### config.mk
export PLATFORM = sky130hd
export DESIGN_NAME = pc_gen
export DESIGN_NICKNAME = d
export VERILOG_FILES = /design/src/rtl/pc_gen.sv
export SDC_FILE = /design/constraint.sdc
export NUM_CORES = 1
export LEC_CHECK = 0
export CAP_MARGIN = 20
export CELL_PAD_IN_SITES_DETAIL_PLACEMENT = 1
export CELL_PAD_IN_SITES_GLOBAL_PLACEMENT = 2
export CORE_MARGIN = 3
export CORE_UTILIZATION = 30
export DETAILED_ROUTE_END_ITERATION = 7
export GPL_ROUTABILITY_DRIVEN = 0
export PLACE_DENSITY = 0.79
export SLEW_MARGIN = 10
export SYNTH_ARGS = -nofsm -noshare
export SYNTH_HDL_FRONTEND = slang
export SYNTH_SLANG_ARGS = --single-unit
### constraint.sdc
create_clock -name clk -period 2.55 [get_ports clk]
set_input_delay 0.51 -clock clk [delete_from_list [all_inputs] [get_ports clk]]
set_output_delay 0.51 -clock clk [all_outputs]
set_load 0.05 [all_outputs]
### src/rtl/pc_gen.sv
// Program-counter generator: sequential fetch, redirects, trap vectoring,
// stall with a buffered redirect, halt/resume and misaligned-target detection.
module pc_gen #(
   parameter int unsigned          PC_WIDTH     = 32,
   parameter logic [PC_WIDTH-1:0]  RESET_VECTOR = PC_WIDTH'(32'h0000_0000),
   parameter logic [PC_WIDTH-1:0]  TRAP_VECTOR  = PC_WIDTH'(32'h0000_01C0),
   parameter int unsigned          INSTR_BYTES  = 4
) (
   input  logic                clk,
   input  logic                reset,
   input  logic                stall,
   input  logic                redirect_valid,
   input  logic [PC_WIDTH-1:0] redirect_target,
   input  logic                trap_req,
   input  logic                halt_req,
   input  logic                resume,
   output logic [PC_WIDTH-1:0] pc_out,
   output logic [PC_WIDTH-1:0] pc_plus,
   output logic                pc_valid,
   output logic                misalign,
   output logic                halted
);

   // INSTR_BYTES is a power of two, so its low bits form the alignment mask
   localparam logic [PC_WIDTH-1:0] ALIGN_MASK = PC_WIDTH'(INSTR_BYTES - 1);
   localparam logic [PC_WIDTH-1:0] PC_INCR    = PC_WIDTH'(INSTR_BYTES);

   typedef enum logic [1:0] {
      ST_BOOT = 2'd0,
      ST_RUN  = 2'd1,
      ST_HALT = 2'd2
   } state_e;

   state_e              state_q, state_d;
   logic [PC_WIDTH-1:0] pc_q, pc_d;
   logic                valid_q, valid_d;
   logic                misalign_q, misalign_d;
   logic                halted_q, halted_d;
   logic                pend_valid_q, pend_valid_d;
   logic [PC_WIDTH-1:0] pend_target_q, pend_target_d;

   logic                eff_valid;
   logic [PC_WIDTH-1:0] eff_target;
   logic                eff_misaligned;
   logic [PC_WIDTH-1:0] redir_pc;

   // A fresh redirect always wins over the one buffered during a stall
   assign eff_valid      = redirect_valid | pend_valid_q;
   assign eff_target     = redirect_valid ? redirect_target : pend_target_q;
   assign eff_misaligned = |(eff_target & ALIGN_MASK);
   assign redir_pc       = eff_misaligned ? TRAP_VECTOR : eff_target;

   assign pc_plus = pc_q + PC_INCR;

   // Next-state and next-output selection
   always_comb begin
      state_d       = state_q;
      pc_d          = pc_q;
      valid_d       = valid_q;
      halted_d      = halted_q;
      misalign_d    = 1'b0;
      pend_valid_d  = pend_valid_q;
      pend_target_d = pend_target_q;

      case (state_q)
         ST_BOOT: begin
            state_d  = ST_RUN;
            valid_d  = 1'b1;
            halted_d = 1'b0;
         end

         ST_RUN: begin
            if (trap_req) begin
               pc_d         = TRAP_VECTOR;
               pend_valid_d = 1'b0;
            end else if (stall && redirect_valid) begin
               pend_valid_d  = 1'b1;
               pend_target_d = redirect_target;
            end else if (stall) begin
               pc_d = pc_q;
            end else if (eff_valid) begin
               pc_d         = redir_pc;
               misalign_d   = eff_misaligned;
               pend_valid_d = 1'b0;
               if (halt_req) begin
                  state_d  = ST_HALT;
                  valid_d  = 1'b0;
                  halted_d = 1'b1;
               end
            end else if (halt_req) begin
               state_d  = ST_HALT;
               valid_d  = 1'b0;
               halted_d = 1'b1;
            end else begin
               pc_d = pc_plus;
            end
         end

         ST_HALT: begin
            if (trap_req) begin
               pc_d         = TRAP_VECTOR;
               pend_valid_d = 1'b0;
               state_d      = ST_RUN;
               valid_d      = 1'b1;
               halted_d     = 1'b0;
            end else if (redirect_valid) begin
               pc_d         = redir_pc;
               misalign_d   = eff_misaligned;
               pend_valid_d = 1'b0;
            end else if (resume) begin
               state_d  = ST_RUN;
               valid_d  = 1'b1;
               halted_d = 1'b0;
            end
         end

         default: begin
            state_d = ST_BOOT;
         end
      endcase
   end

   always_ff @(posedge clk or negedge reset) begin
      if (!reset) begin
         state_q       <= ST_BOOT;
         pc_q          <= RESET_VECTOR;
         valid_q       <= 1'b0;
         misalign_q    <= 1'b0;
         halted_q      <= 1'b0;
         pend_valid_q  <= 1'b0;
         pend_target_q <= '0;
      end else begin
         state_q       <= state_d;
         pc_q          <= pc_d;
         valid_q       <= valid_d;
         misalign_q    <= misalign_d;
         halted_q      <= halted_d;
         pend_valid_q  <= pend_valid_d;
         pend_target_q <= pend_target_d;
      end
   end

   assign pc_out   = pc_q;
   assign pc_valid = valid_q;
   assign misalign = misalign_q;
   assign halted   = halted_q;

endmodule

### Word level (Yosys, flattened, before mapping)

Cells that the tools add are included.

| word-level totals | value |
|---|---|
| output and inout port bits | 67 |
| bits in registers | 70 |

| cells by class | value |
|---|---|
| reduce and logical (&&, ||, !) cells | 10 |
| add/sub/neg operators | 1 |
| mux-type cells | 48 |
| bitwise operators | 2 |
| equality and inequality tests | 14 |

Operators with widths:

| kind | number |
|---|---|
| 32-bit two-way mux | 9 |
| 32-bit one-hot mux with 2 select lines | 1 |
| 32-bit by 3-bit adder with 32-bit output (second input constant) | 1 |
| 1-bit two-way mux | 26 |
| 3-bit != test (second input constant) | 5 |
| 2-bit two-way mux | 7 |
| 4-bit != test (second input constant) | 3 |
| 2-bit != test (second input constant) | 4 |
| 7-bit AND reduction | 1 |
| 1-bit one-hot mux with 3 select lines | 2 |
| 2-bit one-hot mux with 3 select lines | 1 |
| 6-bit AND reduction | 1 |
| 5-bit AND reduction | 1 |
| 1-bit one-hot mux with 2 select lines | 2 |
| 4-bit AND reduction | 1 |
| 3-bit AND reduction | 1 |
| 3-bit nonzero test | 1 |
| 2-bit by 1-bit equality test with 1-bit output (second input constant) | 1 |
| 2-bit equality test (second input constant) | 1 |
| 2-bit zero test | 1 |
| 2-bit nonzero test | 1 |
| 2-bit OR reduction | 1 |
| 1-bit logical AND | 1 |
| 1-bit inverter | 1 |
| 1-bit OR | 1 |

### Depth between registers and ports, before layout

Gate-level depths: netlist of the first run.

| logic depth | value |
|---|---|
| depth in word-level cells | 8 |
| depth in mapped cells | 10 |
| depth with buffers taken out | 7 |

### Least setup slack after synthesis of the first run

Ideal clock, no wire load.

| timing path | value |
|---|---|
| path kind | flip-flop to output port |
| start | reg pc_q[2], in the netlist pc_out[2] |
| end | out pc_plus[22] |
| stages on the path, launching flop included | 6 |
| data arrival time | 2.680 ns |
| setup slack | -0.640 ns |
| data required time | 2.040 ns |
| path through | dfrtp_1 -> ha_1 -> nand4_1 -> nor3_2 -> nand4_1 -> xnor2_1 |

| on the way | value |
|---|---|
| longest elaborated chain between the ends | 1 |

RTL lines:

| item | line | source |
|---|---|---|
| from (decl) | 35 | `logic [PC_WIDTH-1:0] pc_q, pc_d;` |
| from (signal assigned) | 134 | `pc_q <= pc_d;` |
| 32-bit by 3-bit adder with 32-bit output | 53 | `assign pc_plus = pc_q + PC_INCR;` |
| to (decl) | 18 | `output logic [PC_WIDTH-1:0] pc_plus,` |

Every way passes these cells.

### Worst setup path after layout of the first run

| timing path | value |
|---|---|
| start | reg pc_q[4], in the netlist pc_out[4] |
| end | out pc_plus[25] |

Same word-level chain as after synthesis.

==> results of run 1 <==
[cell usage in the layout (no fill, tap or decap), drive strengths merged, types with 4 or more instances in the layout]
cell	n
a21oi	15
a21o	6
clkbuf	15
a31oi	6
xor2	7
ha	5
nor2	34
buf	102
xnor2	21
nor2b	4
o32a	4
a22o	6
nor3	10
mux2	35
dfrtp	70
o21ai	33
mux2i	24
inv	11
and2	4
a221oi	5
clkdlybuf4s50	75
nand3	13
nand2	22
nand4	14
and3	4
[logic make-up after synthesis]
logic type | Yosys count | share of synthesized area (%)
xor+xnor | 28 | 5.91
compound gates | 96 | 15.2
buf+inv | 36 | 3.68
flops | 70 | 42.2
simple gates | 123 | 16.2
fa+ha+maj | 5 | 1.51
mux | 59 | 15.3
[critical path, stage by stage (launching register included)]
cell and delay [ns]:
dfrtp_2 0.43, nand3_2 0.19, nor3_4 0.34, buf_4 0.17
nand3_2 0.15, nor2_4 0.17, xor2_4 0.17, buf_12 0.15
[stage by stage]
stage               setup TNS [ns]  hold slack, ns  setup slack (ns)  cells
global placement                 0           0.465            0.0484    716
finish                      -0.526           0.225           -0.0896    761
global route                 -1.99           0.274            -0.202    761
CTS                         -0.372           0.240           -0.0674    747
detailed placement               0           0.488            0.0262    716
floorplan                   -0.266           0.214           -0.0856    417
[what timing repair did]
item / 4_1_cts / 5_1_grt
setup buffers: 15 / 14
resized for setup: 17 / 11
endpoints found under the setup margin: 21 / 21
pin swaps: 12 / 11
[worst min-delay path by stage]
| stage | to | from | slack [ns] | depth (start not counted) |
|---|---|---|---|---|
| 3_3_place_gp | pc_valid$_DFFE_PN0P_ | pc_valid$_DFFE_PN0P_ | 0.47 | 1 |
| 3_5_place_dp | pc_valid$_DFFE_PN0P_ | pc_valid$_DFFE_PN0P_ | 0.49 | 1 |
| 6_report | misalign$_DFF_PN0_ | reset | 0.22 | 1 |
| 5_1_grt | misalign$_DFF_PN0_ | reset | 0.27 | 1 |
| 2_1_floorplan | halted$_DFFE_PN0P_ | reset | 0.21 | 0 |
| 4_1_cts | misalign$_DFF_PN0_ | reset | 0.24 | 1 |
[registers in the layout, indices dropped and copies added (netlist names)]
register and flops:
pend_valid_q 1, misalign 1, halted 1, pc_out 32, state_q 2, pend_target_q 32, pc_valid 1
[layout make-up]
class,count,area (µm²),share of cell area (%)
clock buffers,15,258,3.79
clock inverters,1,5.00,0.0736
inverters,11,41.3,0.607
multi-input cells,311,2630,38.7
flip-flops and latches,70,1770,26.1
well taps,176,220,3.24
repair buffers,177,1870,27.5
[routing by layer]
| metal | GRT usage [%] | wire length [µm] | vias to the layer above |
|---|---|---|---|
| li1 | - | - | 1859 |
| met1 | 25.1 | 6440 | 2021 |
| met2 | 32.0 | 7060 | 90 |
| met3 | 5.59 | 783 | 10 |
| met4 | 4.84 | 140 | 0 |
| met5 | 0 | 0 | - |
[power breakdown]
part           leakage, µW  switching, µW  internal, µW  total, µW
Clock             0.000128            472           685       1160
Sequential        0.000866            452          1590       2040
Combinational      0.00197           2750          2050       4800
Total              0.00296           3670          4330       8000
==> summary.txt, run 1 <==
Timing
  – Min Tclk post-route: 2.64 ns
  – Final worst-path setup slack: -0.0896 ns
  – Unrepaired setup endpoints after global routing: yes
  – Clk_skew: 0.00430 ns
  – Final Hold Fails: 0
  – Fmax: 379 MHz
  – Max_slew headroom: 51.0%
  – # setup viols final: 12
  – Slew Viols, Final: 0
  – Final worst-path cycle share: 104%
  – Tightest Pin Transition: 0.735 ns

Worst hold path
  – HP Class: primary input to asynchronous set/reset pin

Finish
  – Layout cell share with drive strength beyond 1: 36.2%
  – Nets: 624
  – ANT cells: 0
  – Layout area overhead: 63.8%
  – Final Cell Area: 0.00680 mm²
  – Final Util: 50.8%
  – FILL cells: 1425

Global route
  – First-pass GRT wire length: 22.9 mm
  – Total track usage: 19.4%
  – Initial antenna violation count: 0
  – Grt total ovfl: 0
  – Vias in the first global route: 4275
  – Maximum number of pins on one net before global-route repair: 31

Route
  – Starting DRT DRC Count: 178
  – Vias: 3980
  – Drt total wl: 14.4 mm
  – Drt via density: 5.23
  – Routed WL per cell: 18.9 µm
  – Antenna viol nets, final: 0
  – DRC viols: 0
  – DR pass1 iterations: 4

Worst setup path
  – Crit Path Max Fanout: 6
  – CP required: 2.04 ns
  – Worst setup endpoint: pc_plus[25]
  – Crit path arrival time: 2.13 ns
  – Setup crit end kind: output pin
  – FF-to-FF path depth: 7
  – RR Endpoint: pc_out[23]$_DFFE_PN0P_
  – Startpoint Class: flop
  – R2R setup slack: 0.37 ns
  – Critical path class: flop to output pin
  – RR Startpoint: state_q[0]$_DFFE_PN0P_
  – Crit path from: pc_out[4]$_DFFE_PN0P_

Power and ir drop
  – Overall Power: 8000 µW
  – Leak: 0.00296 µW
  – Max rail drop VDD: 0.676 mV
  – Power Dens Cells: 1180 mW/mm²

Logic synthesis
  – Primary FF master, synth: dfrtp_1
  – Top-area cell type share of the netlist area: 42.2%
  – Number of distinct library cells after synthesis: 55
  – Mean Syn Cell Area: 9.96 µm²
  – YS warnings: 0
  – Register area share after synthesis: 42.2%
  – Post-synth top area cell: dfrtp_1
  – Synth cell count leaders: dfrtp_1 (70), mux2_2 (35), nor2_1 (34)
  – Yosys reg bits: 70
  – Post-Syn Area: 0.00415 mm²
  – Asr flop ratio synth: 100%
  – Number of enable flip-flop cells after synthesis: 0
  – Syn nets: 461
  – Post-synthesis cell count: 417
  – Most numerous cell in the Yosys netlist: dfrtp_1
  – Area contributors post-synth: dfrtp_1 (42%), mux2_2 (9.5%), mux2i_1 (5.8%)

Clock network
  – Clock Sinks: 70
  – Cts bufs inserted: 9
  – CTS tree: built
  – Clock slew at reported path FFs: 0.06 ns
  – # hold bufs at CTS: 0
  – Clock root cell: clkbuf_16
  – H-tree levels: 3
  – Worst-case clock buffer depth: 2
  – Skew-Pair Late Insertion Delay: 0.34 ns

Floorplanning
  – IO Pins: 106
  – Core Area: 0.0134 mm²
  – Initial Util: 31.0%
  – Number of core rows: 42
  – Height of the chip: 124 µm
  – Die area: 0.0153 mm²
  – Die width: 124 µm

Place
  – IO Port Bufs: 105
  – Dpl hpwl: 10.4 mm
  – Area after DPL: 0.00617 mm²

Run status
  – Status: complete, but fails checks
  – Failing checks: negative setup slack

Job
  – Max Cap Viol: 0
Power figures use the tool's default switching activity.
==> run 2: changes to the inputs <==
ABC_CLOCK_PERIOD_IN_PS = 2550   (was unset)
CTS_CLUSTER_DIAMETER = 60   (was unset)
==> results of run 2 <==
The final DEF is identical to that of run 1; final timing and power are the same.
